$ cat config.mk
export PLATFORM = sky130hd
export DESIGN_NAME = mainmem_port_arbiter
export DESIGN_NICKNAME = d
export VERILOG_FILES = /design/src/rtl/mainmem_port_arbiter_pkg.sv /design/src/rtl/mainmem_port_arbiter_rr_arb2.sv /design/src/rtl/mainmem_port_arbiter.sv
export SDC_FILE = /design/constraint.sdc
export NUM_CORES = 1
export LEC_CHECK = 0
export CELL_PAD_IN_SITES_DETAIL_PLACEMENT = 1
export CELL_PAD_IN_SITES_GLOBAL_PLACEMENT = 1
export CORE_MARGIN = 2
export CORE_UTILIZATION = 30
export CTS_BUF_LIST = sky130_fd_sc_hd__clkbuf_2
export CTS_CLUSTER_DIAMETER = 30
export DETAILED_ROUTE_END_ITERATION = 16
export GPL_ROUTABILITY_DRIVEN = 0
export PLACE_DENSITY = 0.9
export REMOVE_ABC_BUFFERS = 1
export SLEW_MARGIN = 20
export SYNTH_ARGS = -nofsm -noshare
export SYNTH_HDL_FRONTEND = slang
export SYNTH_SLANG_ARGS = --single-unit
$ cat constraint.sdc
create_clock -name clka -period 2 [get_ports clka]
set_input_delay 0.4 -clock clka [delete_from_list [all_inputs] [get_ports clka]]
set_output_delay 0.4 -clock clka [all_outputs]
set_load 0.01 [all_outputs]
$ cat src/rtl/mainmem_port_arbiter_pkg.sv
`default_nettype none
// ----------------------------------------------------------------------------
// mainmem_port_arbiter_pkg : widths, sizing and FSM encoding for the arbiter
// Rev 1.0
// ----------------------------------------------------------------------------
package mainmem_port_arbiter_pkg;

  localparam int MM_ADDR_W  = 14;
  localparam int MM_DATA_W  = 18;
  localparam int BANK_WORDS = 1024;
  localparam int MM_WORDS   = 11 * BANK_WORDS;

  typedef enum logic [1:0] {
    ST_IDLE  = 2'd0,
    ST_ISSUE = 2'd1,
    ST_WAIT  = 2'd2,
    ST_DONE  = 2'd3
  } state_t;

endpackage
`default_nettype wire

$ cat src/rtl/mainmem_port_arbiter_rr_arb2.sv
`default_nettype none
// ----------------------------------------------------------------------------
// mainmem_port_arbiter_rr_arb2 : two-way round-robin / fixed-priority pick
// with lock override; combinational pick, registered last winner.
// Rev 1.0
// ----------------------------------------------------------------------------
module mainmem_port_arbiter_rr_arb2 #(
  parameter int FIXED_PRIO = 0
) (
  input  logic       clk_i,
  input  logic       rst_ni,
  input  logic [1:0] req_i,
  input  logic       lock_ok_i,
  input  logic       grant_i,
  output logic       valid_o,
  output logic       id_o,
  output logic       hold_o
);

  logic last_q;

  always_comb begin
    valid_o = |req_i;
    id_o    = 1'b0;
    hold_o  = 1'b0;
    if (lock_ok_i && req_i[last_q]) begin
      id_o   = last_q;
      hold_o = 1'b1;
    end else if (req_i == 2'b10) begin
      id_o = 1'b1;
    end else if (req_i == 2'b11) begin
      id_o = (FIXED_PRIO != 0) ? 1'b0 : ~last_q;
    end
  end

  // Reset value 1 makes requester 0 the "not served last" side.
  always_ff @(posedge clk_i or negedge rst_ni) begin
    if (!rst_ni) begin
      last_q <= 1'b1;
    end else if (grant_i) begin
      last_q <= id_o;
    end
  end

endmodule
`default_nettype wire

$ cat src/rtl/mainmem_port_arbiter.sv
`default_nettype none
// ----------------------------------------------------------------------------
// mainmem_port_arbiter : shares one main-memory port between two requesters,
// one transaction in flight, with bounded lock and out-of-range trapping.
// Rev 1.0
// ----------------------------------------------------------------------------
module mainmem_port_arbiter
  import mainmem_port_arbiter_pkg::*;
#(
  parameter int ADDR       = MM_ADDR_W,
  parameter int DATA       = MM_DATA_W,
  parameter int MEM_WORDS  = MM_WORDS,
  parameter int FIXED_PRIO = 0,
  parameter int LOCK_MAX   = 4
) (
  input  logic            clka,
  input  logic            rst_n,
  input  logic            req0,
  input  logic            we0,
  input  logic [ADDR-1:0] addr0,
  input  logic [DATA-1:0] wdata0,
  input  logic            lock0,
  output logic            ack0,
  output logic [DATA-1:0] rdata0,
  output logic            err0,
  input  logic            req1,
  input  logic            we1,
  input  logic [ADDR-1:0] addr1,
  input  logic [DATA-1:0] wdata1,
  input  logic            lock1,
  output logic            ack1,
  output logic [DATA-1:0] rdata1,
  output logic            err1,
  output logic [ADDR-1:0] mem_addr,
  output logic            mem_we,
  output logic [DATA-1:0] mem_din,
  input  logic [DATA-1:0] mem_dout
);

  localparam int            CNT_W = $clog2(LOCK_MAX + 1);
  localparam logic [ADDR:0] LIMIT = (ADDR + 1)'(MEM_WORDS);

  state_t            state_q, state_d;
  logic              id_q, id_d;
  logic              oor_q, oor_d;
  logic              lock_held_q, lock_held_d;
  logic [CNT_W-1:0]  cnt_q, cnt_d;
  logic [ADDR-1:0]   mem_addr_q, mem_addr_d;
  logic [DATA-1:0]   mem_din_q, mem_din_d;
  logic              mem_we_q, mem_we_d;
  logic              ack0_q, ack0_d, ack1_q, ack1_d;
  logic              err0_q, err0_d, err1_q, err1_d;
  logic [DATA-1:0]   rdata0_q, rdata0_d, rdata1_q, rdata1_d;

  logic              gnt_valid, gnt_id, gnt_hold, grant_en, lock_ok;
  logic [ADDR-1:0]   sel_addr;
  logic [DATA-1:0]   sel_din;
  logic              sel_we, sel_oor, cur_lock;

  assign lock_ok  = lock_held_q && (cnt_q < CNT_W'(LOCK_MAX));
  assign sel_addr = gnt_id ? addr1  : addr0;
  assign sel_din  = gnt_id ? wdata1 : wdata0;
  assign sel_we   = gnt_id ? we1    : we0;
  assign sel_oor  = {1'b0, sel_addr} >= LIMIT;
  assign cur_lock = id_q ? lock1 : lock0;

  mainmem_port_arbiter_rr_arb2 #(
    .FIXED_PRIO (FIXED_PRIO)
  ) u_arb (
    .clk_i     (clka),
    .rst_ni    (rst_n),
    .req_i     ({req1, req0}),
    .lock_ok_i (lock_ok),
    .grant_i   (grant_en),
    .valid_o   (gnt_valid),
    .id_o      (gnt_id),
    .hold_o    (gnt_hold)
  );

  always_comb begin
    state_d     = state_q;
    id_d        = id_q;
    oor_d       = oor_q;
    lock_held_d = lock_held_q;
    cnt_d       = cnt_q;
    mem_addr_d  = mem_addr_q;
    mem_din_d   = mem_din_q;
    mem_we_d    = 1'b0;
    ack0_d      = 1'b0;
    ack1_d      = 1'b0;
    err0_d      = 1'b0;
    err1_d      = 1'b0;
    rdata0_d    = rdata0_q;
    rdata1_d    = rdata1_q;
    grant_en    = 1'b0;
    case (state_q)
      ST_IDLE: begin
        if (gnt_valid) begin
          grant_en   = 1'b1;
          id_d       = gnt_id;
          mem_addr_d = sel_addr;
          mem_din_d  = sel_din;
          mem_we_d   = sel_we & ~sel_oor;
          oor_d      = sel_oor;
          cnt_d      = gnt_hold ? cnt_q + CNT_W'(1) : '0;
          state_d    = ST_ISSUE;
        end
      end
      ST_ISSUE: state_d = ST_WAIT;
      ST_WAIT: begin
        // Registered read data settles during WAIT; capture it into the response.
        if (id_q) begin
          ack1_d   = 1'b1;
          err1_d   = oor_q;
          rdata1_d = oor_q ? '0 : mem_dout;
        end else begin
          ack0_d   = 1'b1;
          err0_d   = oor_q;
          rdata0_d = oor_q ? '0 : mem_dout;
        end
        state_d = ST_DONE;
      end
      ST_DONE: begin
        lock_held_d = cur_lock;
        if (!cur_lock) cnt_d = '0;
        state_d = ST_IDLE;
      end
      default: state_d = ST_IDLE;
    endcase
  end

  always_ff @(posedge clka or negedge rst_n) begin
    if (!rst_n) begin
      state_q     <= ST_IDLE;
      id_q        <= 1'b0;
      oor_q       <= 1'b0;
      lock_held_q <= 1'b0;
      cnt_q       <= '0;
      mem_addr_q  <= '0;
      mem_din_q   <= '0;
      mem_we_q    <= 1'b0;
      ack0_q      <= 1'b0;
      ack1_q      <= 1'b0;
      err0_q      <= 1'b0;
      err1_q      <= 1'b0;
      rdata0_q    <= '0;
      rdata1_q    <= '0;
    end else begin
      state_q     <= state_d;
      id_q        <= id_d;
      oor_q       <= oor_d;
      lock_held_q <= lock_held_d;
      cnt_q       <= cnt_d;
      mem_addr_q  <= mem_addr_d;
      mem_din_q   <= mem_din_d;
      mem_we_q    <= mem_we_d;
      ack0_q      <= ack0_d;
      ack1_q      <= ack1_d;
      err0_q      <= err0_d;
      err1_q      <= err1_d;
      rdata0_q    <= rdata0_d;
      rdata1_q    <= rdata1_d;
    end
  end

  assign ack0     = ack0_q;
  assign ack1     = ack1_q;
  assign err0     = err0_q;
  assign err1     = err1_q;
  assign rdata0   = rdata0_q;
  assign rdata1   = rdata1_q;
  assign mem_addr = mem_addr_q;
  assign mem_we   = mem_we_q;
  assign mem_din  = mem_din_q;

endmodule
`default_nettype wire

==> results.md, run 1 <==
- The number of top-level design ports is 163.
- The worst setup slack for register-to-register paths is 0.26 ns.
- The reported max-cap violation count is 0.
- The arrival time at the worst endpoint is 1.53 ns.
- In the synthesized netlist the dominant register cell turns out to be dfrtp_1.
- Counting the buffers created by CTS gives 9.
- STA classifies the critical path startpoint as a flip-flop.
- The count of different cell masters after synthesis is 27.
- The clock sink count is 82.
- TritonCTS built the clock tree.
- The per-cell routed wire length is 17.1 um.
- The total wire length is 11.8 mm.
- The worst register-to-register path ends at cnt_q[0].
- Across the routed clock network, the largest skew measured is 0.0241 ns.
- The antenna diode count is 0.
- Yosys printed 0 warnings.
- The post-route netlist has 7.12% of its cells at a drive strength greater than 1.
- In the final design database the tool counted 638 nets.
- The growth of design area from synthesis to finish is 57.7%.
- In this run the tool buffered the top-level ports with 162 buffer cells.
- The HPWL after detailed placement is 8.91 mm.
- For this design the static power due to leakage is 0.00242 uW.
- Among cell families on the critical path, the largest total delay comes from buffers and inverters.
- The classification of the worst-slack hold path is in -> async.
- The die area is 12500 um2.
- After synthesis the netlist holds a flip-flop and latch count of 82.
- The final routed DRC violation total is 0.
- Setup repair after global routing left no endpoint under its margin.
- The sum of negative setup slack is 0 ns.
- Across every metal layer, demand over resource in global routing totals 19.3%.
- The number of enable-type register cells in the synthesized netlist is 0.
- On the worst path, the slowest cell contributes a delay of 0.58 ns.
- The final setup violation count is 0.
- The remaining max-slew budget at the tightest pin is 52.6%.
- The initial antenna violation count is 0.
- In this run the deepest clock path goes through 2 buffers.
- The critical path start-end classification is reg -> out.
- The number of nets with antenna violations after detailed routing is 0.
- The synthesized design devotes to its leading area cell type 58.1% of total area.
- The core region is 11400 um2.
- The critical path goes through clkdlybuf4s50_1.
- After layout, the worst path uses 96.3% of the clock period.
- The library cell used as clock root buffer is clkbuf_2.
- The pin count of the biggest net entering global routing is 40.
- In the synthesized netlist, the number of instances is 377.
- Measured in cells, the most critical reg-to-reg path has a length of 5.
- The flow ran to the end, and the final reports show no timing, DRC or antenna violations.
- The vertical die dimension is 112 um.
- The wire length of the first global-routing pass is 19.1 mm.
- The maximum resistive drop on vdd is 560 uV.
- Once placement finished, the instance area stood at 5340 um2.
- For this run the aggregate overflow at the end of global routing stands at 0.
- The maximum operating frequency is 519 MHz.
- The slowest cell on the critical path is clkdlybuf4s50_1.
- Summed over all instances, the cell type with the most area after synthesis is dfrtp_1.
- The leading cell type by number of instances after synthesis is nand2_1.
- Counting both buffers and inverters, the worst setup path holds a total of 1.
- The pre-antenna-repair detailed-routing pass consisted of 4 iterations.
- The startpoint of the lowest-slack register-to-register path is state_q[0].
- The share of the yosys chip area belonging to registers is 58.9%.
- The async set or reset register ratio after synthesis is 100%.
- Row generation in the floorplan step produced 39 rows.
- The horizontal die dimension is 112 um.
- Power spread over the standard cell area amounts to 1420 nW/um2.
- After clock tree synthesis, the clock-pin slew on the worst setup and hold paths is 0.23 ns.
- After the first detailed-routing iteration, the DRC count stood at 137.
- The largest fanout on the critical path is 2.
- The mean instance size in the synthesized netlist is 9.25 um2.
- The origin of the worst setup path is mem_din[8].
- The detailed router placed 3438 vias in this run.
- The number of global-route vias before repair is 3820.
- The commonest cells after synthesis are 93 x nand2_1, 81 x dfrtp_1, 67 x a21oi_1.
- Once the floorplan was initialized, standard cells occupied 30.7% of the core.
- The endpoint type of the worst setup path is an output port.
- At the worst endpoint, the required time is 1.60 ns.
- The mapped cell area is 3490 um2.
- The slew at the pin with the worst max-slew slack is 0.710 ns.
- The max-slew violation count is 0.
- Yosys attributes the largest share of cell area to dfrtp_1 58%, nand2_1 10%, a21oi_1 9.6%, o21ai_0 5.3%, nor2_1 3.8%.
- The final hold violation count is 0.
- The latest clock arrival within the worst-skew pair is 0.53 ns.
- The via density per instance is 4.98.
- The finished cells cover 5500 um2.
- The number of levels the H-tree was split into is 3.
- The final critical delay including setup and external delays is 1.93 ns.
[cell usage in the layout (no fill, tap or decap), types with 2 or more instances in the layout]
master / synthesis / layout
nor3_1: 2 / 2
a21oi_1: 67 / 67
buf_4: 0 / 12
o21a_1: 2 / 2
clkdlybuf4s50_1: 0 / 160
a21o_1: 2 / 2
dfrtp_1: 81 / 81
nor2_1: 35 / 35
nand3_1: 2 / 2
bufinv_16: 0 / 2
inv_1: 7 / 7
a22o_1: 2 / 2
mux2_2: 2 / 2
o21ai_0: 37 / 37
nand2b_1: 3 / 3
nand2_1: 93 / 93
clkbuf_2: 0 / 12
ha_1: 5 / 5
buf_12: 0 / 5
mux2i_1: 4 / 4
[per-layer routing]
layer | global-route usage [%] | part of all wire [%] | up-vias
li1 | - | - | 1583
met1 | 21.3 | 39 | 1677
met2 | 34.6 | 50 | 156
met3 | 5.88 | 8.3 | 22
met4 | 8.07 | 2.2 | 0
met5 | 0 | 0 | -
[where the power goes]
group          switching, uW  internal (uW)  total (uW)
Clock                    576            431        1010
Sequential               434           2380        2810
Combinational           1990           2000        3990
Total                   3000           4810        7810
[logic make-up after synthesis]
kind of cell / Yosys count / share of synthesized area [%]
AO/OA/AOI/OAI: 114 / 17.4
adder cells (fa/ha/maj): 5 / 1.79
buffers and inverters: 31 / 4.13
flip-flops: 82 / 58.9
multiplexers: 6 / 1.79
AND/OR/NAND/NOR: 139 / 15.9
[timing repair]
action,CTS,global route
endpoints found under the hold margin,28,0
setup buffers,0,1
gates resized for setup,0,1
hold buffers,1,0
endpoints found under the setup margin,0,2
[worst max path at each step]
stage                               to  depth (start not counted)
after floorplan                  oor_q                          5
after global placement           oor_q                          6
after detailed placement   mem_addr[3]                          7
after CTS                  mem_addr[3]                          1
after global routing      mem_addr[13]                          1
final                       mem_din[8]                          1
[flip-flops by register name, indices dropped and copies added, names as in the netlist]
name          flops
oor_q             1
id_q              1
rdata0           18
state_q           2
err1              1
mem_addr         14
cnt_q             3
ack1              1
lock_held_q       1
u_arb.last_q      1
mem_din          18
err0              1
rdata1           18
mem_we            1
ack0              1
[per-stage QoR]
step           power [uW]  cells  setup WS, ns  hold WS (ns)  utilization (%)
4_1_cts              7910    690        0.0140         0.291             48.3
6_report             7810    691        0.0750         0.302             48.4
2_1_floorplan        4470    353         0.136         0.104                -
3_5_place_dp         6890    673       0.00154         0.374             47.0
5_1_grt              8390    691       0.00315         0.295             48.4
3_3_place_gp         6610    673         0.134         0.364             47.0
[area by class of cell]
cell class	count	area, um2
inverters	7	26.3
multi-input cells	264	1290
repair buffers	179	1810
clock inverters	4	76.3
clock buffers	12	60.1
well taps	143	179
flip-flops and latches	82	2050
fillers	1298	5870
No activity file was read; power rests on OpenSTA's default activity.
==> inputs of run 2 (changes only) <==
- ABC_AREA: unset -> 1
- CORE_UTILIZATION: 30 -> 31
- PLACE_DENSITY: 0.9 -> 0.92
==> run 2 against run 1 <==
Hold slack better by 0.030 ns. First-iteration DRC count up 36%. Combinational power up 9.8%.
==> results.md, run 2 <==
- The origin of the worst setup path is rdata0[17].
- The worst setup slack for register-to-register paths is 0.26 ns.
- After detailed routing, the average wire length per cell comes to 16.1 um.
- By instance count, the leading cell after synthesis is nand2_1.
- Pin placement for this block handled 163 I/O pins.
- The critical path is of the reg -> out type.
- The number of buffers and inverters on the critical path is 1.
- The ratio of cells with drive above 1 in the final layout is 11.2%.
- The number of nets with antenna violations after detailed routing is 0.
- The longest clock path from root to sink contains 2 buffers.
- The maximum operating frequency is 514 MHz.
- The antenna diode count is 0.
- The pin count of the biggest net entering global routing is 39.
- The classification of the worst-slack hold path is in -> async.
- For this run, the slowest stage of the critical path takes 0.55 ns.
- The share of the yosys chip area belonging to registers is 55.0%.
- The critical path goes through clkdlybuf4s50_1.
- The mapped cell area is 3730 um2.
- For this run, the number of standard cells in the final layout without fillers is 791.
- The final hold violation count is 0.
- The number of cells on the worst reg-to-reg path is 6.
- The die covers 12900 um2.
- Setup slack closes at 0.0559 ns.
- The latest clock arrival within the worst-skew pair is 0.59 ns.
- The slew at the pin with the worst max-slew slack is 0.768 ns.
- The startpoint type of the worst setup path is a flip-flop.
- For this design, the slowest cell found on the critical path is clkdlybuf4s50_1.
- Setup violations remaining at the end of the flow were counted as 0.
- CTS placed an instance of clkbuf_2 at the clock tree root.
- The standard cell area after detailed placement is 5510 um2.
- The arrival time at the worst endpoint is 1.54 ns.
- The leading cell type in the layout, fill and taps excluded is nand2_1.
- For this run, the total global-route usage over all layers was measured as 19.2%.
- The max-slew violation count is 0.
- Setup total negative slack on the finished layout was measured at 0 ns.
- The growth of design area from synthesis to finish is 59.4%.
- The final critical delay including setup and external delays is 1.94 ns.
- The utilization of the core after routing is 50.1%.
- In the final design database the tool counted 734 nets.
- Using the TritonRoute via totals, the vias-per-cell ratio works out to 4.78.
- Along the worst path, the maximum fanout reaches 2.
- The number of placed instances, taps included, is 748.
- The number of port buffers is 162.
- The first TritonRoute pass finished after 4 iterations.
- The startpoint of the lowest-slack register-to-register path is u_arb.last_q.
- The final routed DRC violation total is 0.
- The areal power density over the cells is 1400 nW/um2.
- The critical register-to-register path endpoint is mem_din[12].
- After layout, the worst path uses 97.2% of the clock period.
- During synthesis, Yosys emitted a total of 0 warnings.
- After clock tree synthesis, the clock-pin slew on the worst setup and hold paths is 0.22 ns.
- The CTS tree is built.
- The initialized floorplan defines 40 standard-cell rows.
- The endpoint type of the worst setup path is an output port.
- Once detailed placement completed, the half-perimeter wirelength came to 9.02 mm.
- Across the run, the number of max-cap violations was 0.
- The first global-routing pass estimated 19.6 mm of wire.
- The clock sink count is 82.
- In the synthesized netlist, the cells that appear most often are 160 x nand2_1, 81 x dfrtp_1, 60 x nor2_1.
- The dominant delay contributor by cell family on the critical path is buffers and inverters.
- The proportion of netlist area held by the largest area contributor is 54.3%.
- The initial utilization of the core area, before any placement, comes to 31.4%.
- The horizontal die dimension is 114 um.
- The number of instances in the synthesized netlist is 451.
- The H-tree was split into 3 levels.
- The main flop type after synthesis is dfrtp_1.
- The number of design-rule violations left by the first detailed-router iteration is 186.
- The async set or reset register ratio after synthesis is 100%.
- The initial antenna violation count is 0.
- The count of different cell masters after synthesis is 27.
- The number of global-route vias before repair is 3946.
- In this run, synthesis inferred 0 flip-flops with an integrated enable.
- The setup clock skew after layout is 0.0310 ns.
- The worst-case setup slack after placement is -0.106 ns.
- Wires add up to 12.7 mm.
- Summed over all instances, the cell type with the most area after synthesis is dfrtp_1.
- By area the synthesized netlist is led by dfrtp_1 54%, nand2_1 16%, a21oi_1 6.4%, nor2_1 6.0%, inv_1 3.0%.
- The worst pin sits at a relative slew slack of 48.8%.
- In this run the vertical extent of the chip is 114 um.
- Detailed routing inserted a total of 3779 vias.
- The mean instance size in the synthesized netlist is 8.27 um2.
- The run finished with clean final reports.
- The maximum resistive drop on vdd is 563 uV.
- The synthesized design contains 82 register bits.
- In the layout the commonest cells are 160 x nand2_1, 113 x clkdlybuf4s50_1, 81 x dfrtp_1.
- The final non-filler cell area is 5950 um2.
- The total overflow left after global routing is 0.
- The clock buffer count from CTS is 9.
- For this design the static power due to leakage is 0.00326 uW.
- The core area is 11900 um2.
- Data on the critical path is required at its endpoint by 1.60 ns.
[run 2: cells by family (layout without fill, tap and decap cells)]
| group | count (synthesis) | after routing | share of synthesized area, % |
|---|---|---|---|
| AOI/OAI and AO/OA | 73 | 73 | 11.0 |
| DFF | 82 | 82 | 55.0 |
| buffers and inverters | 56 | 249 | 7.31 |
| and+or+nand+nor | 235 | 235 | 25.0 |
| adders and majority gates | 5 | 5 | 1.68 |
[run 2: through the flow]
step           hold slack (ns)  total power [uW]
4_1_cts                  0.301              8200
3_5_place_dp             0.418              7170
5_1_grt                  0.300              8920
2_1_floorplan            0.104              4750
6_report                 0.333              8330
3_3_place_gp             0.407              6890
[run 2: power by group]
group          internal [uW]  switching, uW
sequential              2420            511
combinational           2160           2210
clock                    410            612
[run 2: timing repair]
action,in CTS,in global routing
setup endpoints to repair,6,52
endpoints found under the hold margin,35,0
hold buffers,1,0
setup buffers,2,24
gates resized for setup,5,43
[run 2: how the worst max path moves through the flow]
| stage | end | slack, ns | depth (start not counted) |
|---|---|---|---|
| 2_1_floorplan | mem_addr[0] | 0.04 | 7 |
| 3_3_place_gp | oor_q | -0.005 | 10 |
| 3_5_place_dp | oor_q | -0.11 | 10 |
| 4_1_cts | mem_din[5] | 0.001 | 1 |
| 5_1_grt | mem_addr[2] | -0.01 | 1 |
| 6_report | rdata0[17] | 0.06 | 1 |
[run 2: layout make-up]
cell class | instances | area [um2]
Clock inverter | 6 | 81.3
Multi-Input combinational cell | 313 | 1400
Tap cell | 147 | 184
Timing Repair Buffer | 198 | 2040
Clock buffer | 10 | 50.0
Sequential cell | 82 | 2050
Inverter | 35 | 131
Fill cell | 1395 | 5910
[run 2: routing by layer]
metal	track usage (%)	wire, um	vias up
met5	0	0	-
met4	6.91	212	0
met3	6.22	1030	16
met2	33.5	6370	149
met1	22.1	5110	1838
li1	-	-	1776
